[src/rtl/hazard_pkg.sv]
// Shared constants and helpers for the load-use hazard scoreboard.
package hazard_pkg;

   localparam logic [3:0] OP_LW        = 4'b1000;
   localparam logic [3:0] OP_SW        = 4'b1001;
   localparam int         DEF_LOAD_LAT = 1;

   // Bits needed to hold a countdown from lat down to 0.
   function automatic int cnt_width(input int lat);
      return (lat < 1) ? 1 : $clog2(lat + 1);
   endfunction

endpackage

[src/rtl/hazard_sb_entry.sv]
// One scoreboard slot: pending-load countdown for a single architectural register.
module hazard_sb_entry
   import hazard_pkg::*;
#(
   parameter int CW  = 1,
   parameter int LAT = DEF_LOAD_LAT
) (
   input  logic          clk,
   input  logic          rst_n,
   input  logic          set,
   output logic [CW-1:0] cnt
);

   // A new load to this register restarts the countdown even if one is pending.
   always_ff @(posedge clk) begin
      if (!rst_n) begin
         cnt <= '0;
      end else if (set) begin
         cnt <= CW'(LAT);
      end else if (cnt != '0) begin
         cnt <= cnt - CW'(1);
      end
   end

endmodule

[src/rtl/hazard_scoreboard.sv]
// Load-use hazard unit beside decode: per-register pending-load scoreboard, IF/ID stall, stall counter.
module hazard_scoreboard
   import hazard_pkg::*;
#(
   parameter int REG_AW    = 4,
   parameter int NUM_REGS  = 16,
   parameter int LOAD_LAT  = DEF_LOAD_LAT,
   parameter int STORE_FWD = 1,
   parameter int CNT_W     = 16
) (
   input  logic                clk,
   input  logic                rst_n,
   input  logic                flush,
   input  logic                id_valid,
   input  logic [REG_AW-1:0]   id_rs,
   input  logic                id_rs_used,
   input  logic [REG_AW-1:0]   id_rt,
   input  logic                id_rt_used,
   input  logic                id_is_load,
   input  logic                id_is_store,
   input  logic [REG_AW-1:0]   id_rd,
   output logic                stall,
   output logic [NUM_REGS-1:0] busy_vec,
   output logic [CNT_W-1:0]    stall_count
);

   localparam int CW    = cnt_width(LOAD_LAT);
   localparam int NSLOT = 2 ** REG_AW;

   // Sized to the full address space so any source address indexes safely.
   logic [CW-1:0] cnt [NSLOT];
   logic [CW-1:0] rs_cnt;
   logic [CW-1:0] rt_cnt;
   logic          rs_haz;
   logic          rt_haz;
   logic          rt_exempt;
   logic          issue;
   logic          ld_issue;

   assign cnt[0] = '0;

   for (genvar r = 1; r < NSLOT; r++) begin : g_entry
      if (r < NUM_REGS) begin : g_live
         hazard_sb_entry #(
            .CW  (CW),
            .LAT (LOAD_LAT)
         ) u_entry (
            .clk   (clk),
            .rst_n (rst_n),
            .set   (ld_issue && (id_rd == REG_AW'(r))),
            .cnt   (cnt[r])
         );
      end else begin : g_tie
         assign cnt[r] = '0;
      end
   end

   always_comb begin
      busy_vec = '0;
      for (int r = 0; r < NUM_REGS; r++) begin
         busy_vec[r] = (cnt[r] != '0);
      end
   end

   assign rs_cnt = cnt[id_rs];
   assign rt_cnt = cnt[id_rt];

   assign rs_haz = id_valid && id_rs_used && (id_rs != '0) && (rs_cnt != '0);

   // Store data arriving next cycle is caught by the MEM-to-MEM forward path.
   assign rt_exempt = (STORE_FWD != 0) && id_is_store && (rt_cnt == CW'(1));
   assign rt_haz    = id_valid && id_rt_used && (id_rt != '0) && (rt_cnt != '0) && !rt_exempt;

   assign stall    = (rs_haz || rt_haz) && !flush;
   assign issue    = id_valid && !stall && !flush;
   assign ld_issue = issue && id_is_load && (id_rd != '0);

   always_ff @(posedge clk) begin
      if (!rst_n) begin
         stall_count <= '0;
      end else if (stall && (stall_count != '1)) begin
         stall_count <= stall_count + CNT_W'(1);
      end
   end

endmodule

[config.mk]
export PLATFORM = sky130hd
export DESIGN_NAME = hazard_scoreboard
export DESIGN_NICKNAME = d
export VERILOG_FILES = /design/src/rtl/hazard_pkg.sv /design/src/rtl/hazard_sb_entry.sv /design/src/rtl/hazard_scoreboard.sv
export SDC_FILE = /design/constraint.sdc
export NUM_CORES = 1
export LEC_CHECK = 0
export ABC_AREA = 1
export BUFFER_PORTS_ARGS = -buffer_cell sky130_fd_sc_hd__clkbuf_2
export CAP_MARGIN = 20
export CORE_UTILIZATION = 40
export DETAILED_ROUTE_END_ITERATION = 8
export PLACE_DENSITY = 0.68
export SLEW_MARGIN = 0
export SYNTH_ARGS = -nofsm -noshare
export SYNTH_HDL_FRONTEND = slang
export SYNTH_SLANG_ARGS = --single-unit
[constraint.sdc]
create_clock -name clk -period 4.1 [get_ports clk]
set_input_delay 0.615 -clock clk [delete_from_list [all_inputs] [get_ports clk]]
set_output_delay 0.615 -clock clk [all_outputs]
set_load 0.01 [all_outputs]
==> results of run 1 <==
final timing paths:
kind              slack, ps            start               to
setup / recovery       1600         id_rt[0]            stall
hold / removal          500  stall_count[13]  stall_count[13]
setup reg to reg       2050   stall_count[0]   stall_count[5]
hold reg to reg         500  stall_count[13]  stall_count[13]
cells in the final DEF, fill, tap and decap left out, types with 2 or more instances in the layout:
cell type	count
nand2_1	79
a21oi_1	15
nand3_1	32
clkbuf_2	51
clkinv_2	3
nor2_1	38
inv_1	30
nor3_1	8
nand2_2	4
inv_2	8
clkbuf_8	5
clkinv_1	2
xor2_1	9
dfxtp_1	31
nand4_1	18
metrics by stage:
stage / cell area (µm²) / power, W / setup WS (ps) / utilization
finish: 2260 / 0.000597 / 1600 / 0.476
global route: 2260 / 0.000626 / 1420 / 0.476
CTS: 2260 / 0.000604 / 1610 / 0.476
detailed placement: 2180 / 0.000373 / 1610 / 0.459
global placement: 2180 / 0.000372 / 1620 / 0.459
floorplan: 2000 / 0.000353 / 1790 / -
routing by layer:
layer  share of wire  vias up
met5               0        -
met4           0.016        0
met3           0.065        8
met2            0.45       70
met1            0.47      888
li1                -     1049
flip-flops by register name (all words and copies together) (netlist names):
name                        cells
g_entry.g_live.u_entry.cnt     15
stall_count                    16
cell families after synthesis:
family / after synthesis
xor+xnor: 9
other cells: 1
flops: 31
compound gates: 18
fa+ha+maj: 1
simple gates: 188
buf+inv: 63
tightest hold or removal path: cells and delay by family, from the launching register on:
kind             cells  cell delay [ps]
AND/OR/NAND/NOR      1               70
flip-flops           1              330
AO/OA/AOI/OAI        1               50
where the power goes:
group          leakage [nW]  switching, W  total [W]  internal [W]
combinational         0.744     0.0000419  0.0000626     0.0000207
clock                0.0477      0.000115   0.000231      0.000116
sequential            0.250    0.00000136   0.000304      0.000303
total                  1.04      0.000158   0.000597      0.000439
cell type report:
class                   count  area (µm²)  share of cell area
clock buffers               5        68.8              0.0304
multi-input cells         217        1070               0.473
inverters                  40         150              0.0663
well taps                  67        83.8              0.0370
clock inverters             3        15.0             0.00663
repair buffers             51         255               0.113
flip-flops and latches     31         621               0.274
==> impl_metrics.ini, run 1 <==
[outcome]
status = complete, no violations

[pwr]
power_density_mw_per_mm2 = 264
p_leak_nw = 1.04
ir_worst_vdd_mv = 0.182

[sta]
fin_skew_ps = 3.77
fin_tns_setup_ps = 0
rsz0062_at_grt = no
finalSetupViolCount = 0
drv_slew = 0
hold_violations = 0
fin_crit_ps = 2500
min_period_over_period = 0.609
timing.hold.ws_ps = 498
max_freq_ghz = 0.401

[setup_path]
worst_ep_arrival_time_ps = 1880
slowest_stage = nand2_2
path_buf_inv = 4
crit_chain = clkbuf_2 -> inv_2 -> nand2_1 -> nand3_1 -> nand2_1 -> nor2_1 -> nor2_1 -> nand2_1 -> nand2_2 -> nand2_1 -> inv_1 -> clkbuf_2
worstPathMaxFanout = 18
critPathLaunchType = primary input
path_delay_family = simple AND/OR/NAND/NOR gates
cp_common_cell = nand2_1
slowest_delay_ps = 290
required_ps = 3480
path_class = primary input to output port
reg2reg_depth = 9
worstSetupEndpointType = output port
path_depth = 12

[synthesis]
synthXorXnorAreaFrac = 0.0394
ys_top_cells_by_count = nand2_1 (79), nor2_1 (38), nand3_1 (32)
synth-edff-count = 0
synth.area.mux_share = 0
synth_compound_area_frac = 0.0488
synth_warnings = 0
yosysUniqueCellTypes = 30
avgSynthCellArea_um2 = 6.43
seq_area_frac_synth = 0.310
synth_top_family_by_area = simple AND/OR/NAND/NOR gates
ys_async_sr_fraction = 0
synth.net_count = 332
synth-simple-area-share = 0.439
yosysTopAreaCell = dfxtp_1
syn_area_mm2 = 0.00200
synth_seq_cells = 31
synthAdderAreaFrac = 0.00626
synth_cells = 311
synth_top_area_share = 0.310
synth_area_leaders = dfxtp_1 (31%), nand2_1 (15%), nand3_1 (8.0%)
synthFlopType = dfxtp_1
synth_most_common_cell = nand2_1

[drt]
via_count = 2015
routed_wl_mm = 4.70
drtIter0Drc = 107
viasPerCell = 4.87
wl_per_cell_um = 11.3
drtPass1Iterations = 5
drc_errors = 0
antenna_left = 0

[grt]
grt_pass1_vias = 1728
grt_max_degree = 20
grt.overflow.total = 0
use_met2 = 0.290
grt_use_total = 0.185
antenna_found_initial = 0
grtUsageMet1 = 0.241
grt_use_met3 = 0.0456
grt_pass1_wl_mm = 7.60
busiest_layer = met2

[clock_network]
htree_levels = 2
cts_tree = built
holdBufCountCts = 0
cts_setup_buffers = 0
cts_buffer_depth = 2
clk_pin_slew_ps = 60
cts-root-buf = clkbuf_8
numClockSinks = 31
clock_latency_ps = 280
cts_made_buffers = 5
ctsResizeCount = 0

[floorplan]
initial_utilization = 0.421
core_area_mm2 = 0.00475
die_w_um = 72.7
die_h_um = 72.7
dieArea_mm2 = 0.00529
row_count = 25
ios = 53

[final_layout]
stdcell_count = 414
drive_gt1_frac = 0.228
layout.nets = 367
num-fill-cells = 511
antenna_cells = 0
area_delta_synth_final_pct = 13.3

[run]
max-cap-violations = 0

[placement]
hpwl_mm = 3.59
port_buffers = 51
place.gp.congestion = 0.899
placed_cells = 406

[worst_hold_path]
holdPathStages = 2
hold_path.class = flop to flop
No activity file was read; power rests on OpenSTA's default activity.
==> inputs of run 2 (changes only) <==
--- a/config.mk
+++ b/config.mk
@@ -5,12 +5,12 @@
 export SDC_FILE = /design/constraint.sdc
 export NUM_CORES = 1
 export LEC_CHECK = 0
-export ABC_AREA = 1
+export ABC_AREA = 0
 export BUFFER_PORTS_ARGS = -buffer_cell sky130_fd_sc_hd__clkbuf_2
 export CAP_MARGIN = 20
 export CORE_UTILIZATION = 40
 export DETAILED_ROUTE_END_ITERATION = 8
-export PLACE_DENSITY = 0.68
+export PLACE_DENSITY = 0.7
 export SLEW_MARGIN = 0
 export SYNTH_ARGS = -nofsm -noshare
 export SYNTH_HDL_FRONTEND = slang
==> constraint.sdc (replaced) <==
create_clock -name clk -period 2.5 [get_ports clk]
set_input_delay 0.375 -clock clk [delete_from_list [all_inputs] [get_ports clk]]
set_output_delay 0.375 -clock clk [all_outputs]
set_load 0.01 [all_outputs]
==> impl_metrics.ini, run 2 <==
[outcome]
status = complete, no violations

[synthesis]
synth_seq_cells = 31
yosysTopAreaCell = dfxtp_1
synth_most_common_cell = dfxtp_1
synth_warnings = 0
seq_area_frac_synth = 0.366
synth-edff-count = 0
syn_area_mm2 = 0.00170
synthFlopType = dfxtp_1
yosysUniqueCellTypes = 39
ys_async_sr_fraction = 0
synth_cells = 196
synth_top_area_share = 0.366
ys_top_cells_by_count = dfxtp_1 (31), nand2_1 (22), buf_4 (16)
synth.net_count = 217
synth_area_leaders = dfxtp_1 (37%), mux2i_1 (7.1%), buf_4 (7.1%)
avgSynthCellArea_um2 = 8.65

[floorplan]
initial_utilization = 0.421
row_count = 23
core_area_mm2 = 0.00403
dieArea_mm2 = 0.00450
die_w_um = 67.1
ios = 53
die_h_um = 67.1

[pwr]
p_seq_frac = 0.496
power_density_mw_per_mm2 = 500
swShare = 0.221
p_int_w = 0.000780
p_clk_frac = 0.421
p_leak_nw = 0.849
comb_power_share = 0.083
ir_worst_vdd_mv = 0.224
p_sw_w = 0.000221

[setup_path]
worstSetupEndpointType = flop
required_ps = 2650
path_class = flop to flop
worstPathMaxFanout = 10
critPathLaunchType = flop
reg2reg_from = g_entry[9].g_live.u_entry.cnt
worst_ep_arrival_time_ps = 2500
startpoint = g_entry[9].g_live.u_entry.cnt

[placement]
pre_cts_ws_ps = -29.9
port_buffers = 51
hpwl_mm = 2.93
place.gp.congestion = 0.838
dpl-instance-area_mm2 = 0.00190

[run]
max-cap-violations = 0

[clock_network]
numClockSinks = 31
clock_latency_ps = 280
cts_tree = built
htree_levels = 2
cts_setup_buffers = 0
cts_buffer_depth = 2
cts-root-buf = clkbuf_8
cts_made_buffers = 5
clk_pin_slew_ps = 60

[drt]
drtIter0Drc = 82
drtPass1Iterations = 4
routed_wl_mm = 3.77
viasPerCell = 5.36
via_count = 1544
wl_per_cell_um = 13.1
drc_errors = 0
antenna_left = 0

[grt]
busiest_layer = met2
grtUsageMet1 = 0.244
grt_use_met3 = 0.0411
antenna_found_initial = 0
use_met2 = 0.273
grt.overflow.total = 0
grt_use_total = 0.180
grt_max_degree = 17
grt_pass1_wl_mm = 6.00
grt_pass1_vias = 1329

[sta]
min_period_over_period = 0.939
max_freq_ghz = 0.426
fin_crit_ps = 2350
hold_violations = 0
rsz0062_at_grt = no
fin_skew_ps = 6.11
finalSetupViolCount = 0
timing.final.ws_setup_ps = 152
drv_slew = 0
fin_tns_setup_ps = 0
timing.hold.ws_ps = 352

[final_layout]
layout.nets = 258
area_delta_synth_final_pct = 18.1
largest-register = stall_count
final_common_cell = clkbuf_2
final_area_mm2 = 0.00200
layout_common_cells = clkbuf_2 (51), dfxtp_1 (31), nand2_1 (22)
drive_gt1_frac = 0.294
antenna_cells = 0
largest_register_ffs = 16
top_regs = stall_count (16), g_entry.g_live.u_entry.cnt (15)

[worst_hold_path]
hold_start = id_rd[2]
hold_path.class = primary input to flop
[run 2: logic make-up after synthesis]
logic type | share of synthesized area
AND/OR/NAND/NOR | 0.261
buffers and inverters | 0.117
AO/OA/AOI/OAI | 0.117
XOR/XNOR | 0.00517
flip-flops | 0.366
multiplexers | 0.124
adder cells (fa/ha/maj) | 0.00738
other | 0.00221
[run 2: worst max-delay path, stage by stage (launching register included)]
cell and delay (ps):
dfxtp_1 320, mux4_1 500, o211ai_1 180, o41a_1 240, nand2_2 80, or3_1 390
buf_4 180, nor4_1 330
[run 2: power groups by stage]
stage | combinational, W | sequential, W | clock, W
global route | 0.0000919 | 0.000497 | 0.000451
finish | 0.0000829 | 0.000497 | 0.000422
detailed placement | 0.0000821 | 0.000508 | 0
floorplan | 0.0000453 | 0.000508 | 0
CTS | 0.0000827 | 0.000497 | 0.000432
global placement | 0.0000814 | 0.000508 | 0
[run 2: area by class of cell]
cell class                 instances  area [µm²]
clock buffer                       8         100
fill                             403        2030
inverter                           7        26.3
multi-input combinational        133         877
sequential                        31         621
tap                               50        62.6
timing repair buffer              59         315
[run 2: what timing repair did]
| item | CTS | global route |
|---|---|---|
| setup endpoints to repair | 0 | 4 |
| gates resized for setup | 0 | 1 |
| hold buffers | 0 | 0 |
[run 2: through the flow]
stage               instances  utilization  power (W)
global route              288        0.497    0.00104
CTS                       288        0.497    0.00101
finish                    288        0.497    0.00100
global placement          280        0.472   0.000589
detailed placement        280        0.472   0.000590
floorplan                 196            -   0.000553
[run 2: final timing paths]
kind	cells after the start	to	slack (ps)
setup / recovery	7	g_entry[4].g_live.u_entry.cnt	150
hold / removal	2	g_entry[1].g_live.u_entry.cnt	350
setup reg to reg	7	g_entry[4].g_live.u_entry.cnt	150
hold reg to reg	2	stall_count[9]	480
[run 2: metal layers]
metal,vias up,share of wire
met2,47,0.43
met5,-,0
met1,707,0.51
met4,0,0.015
met3,5,0.048
li1,785,-
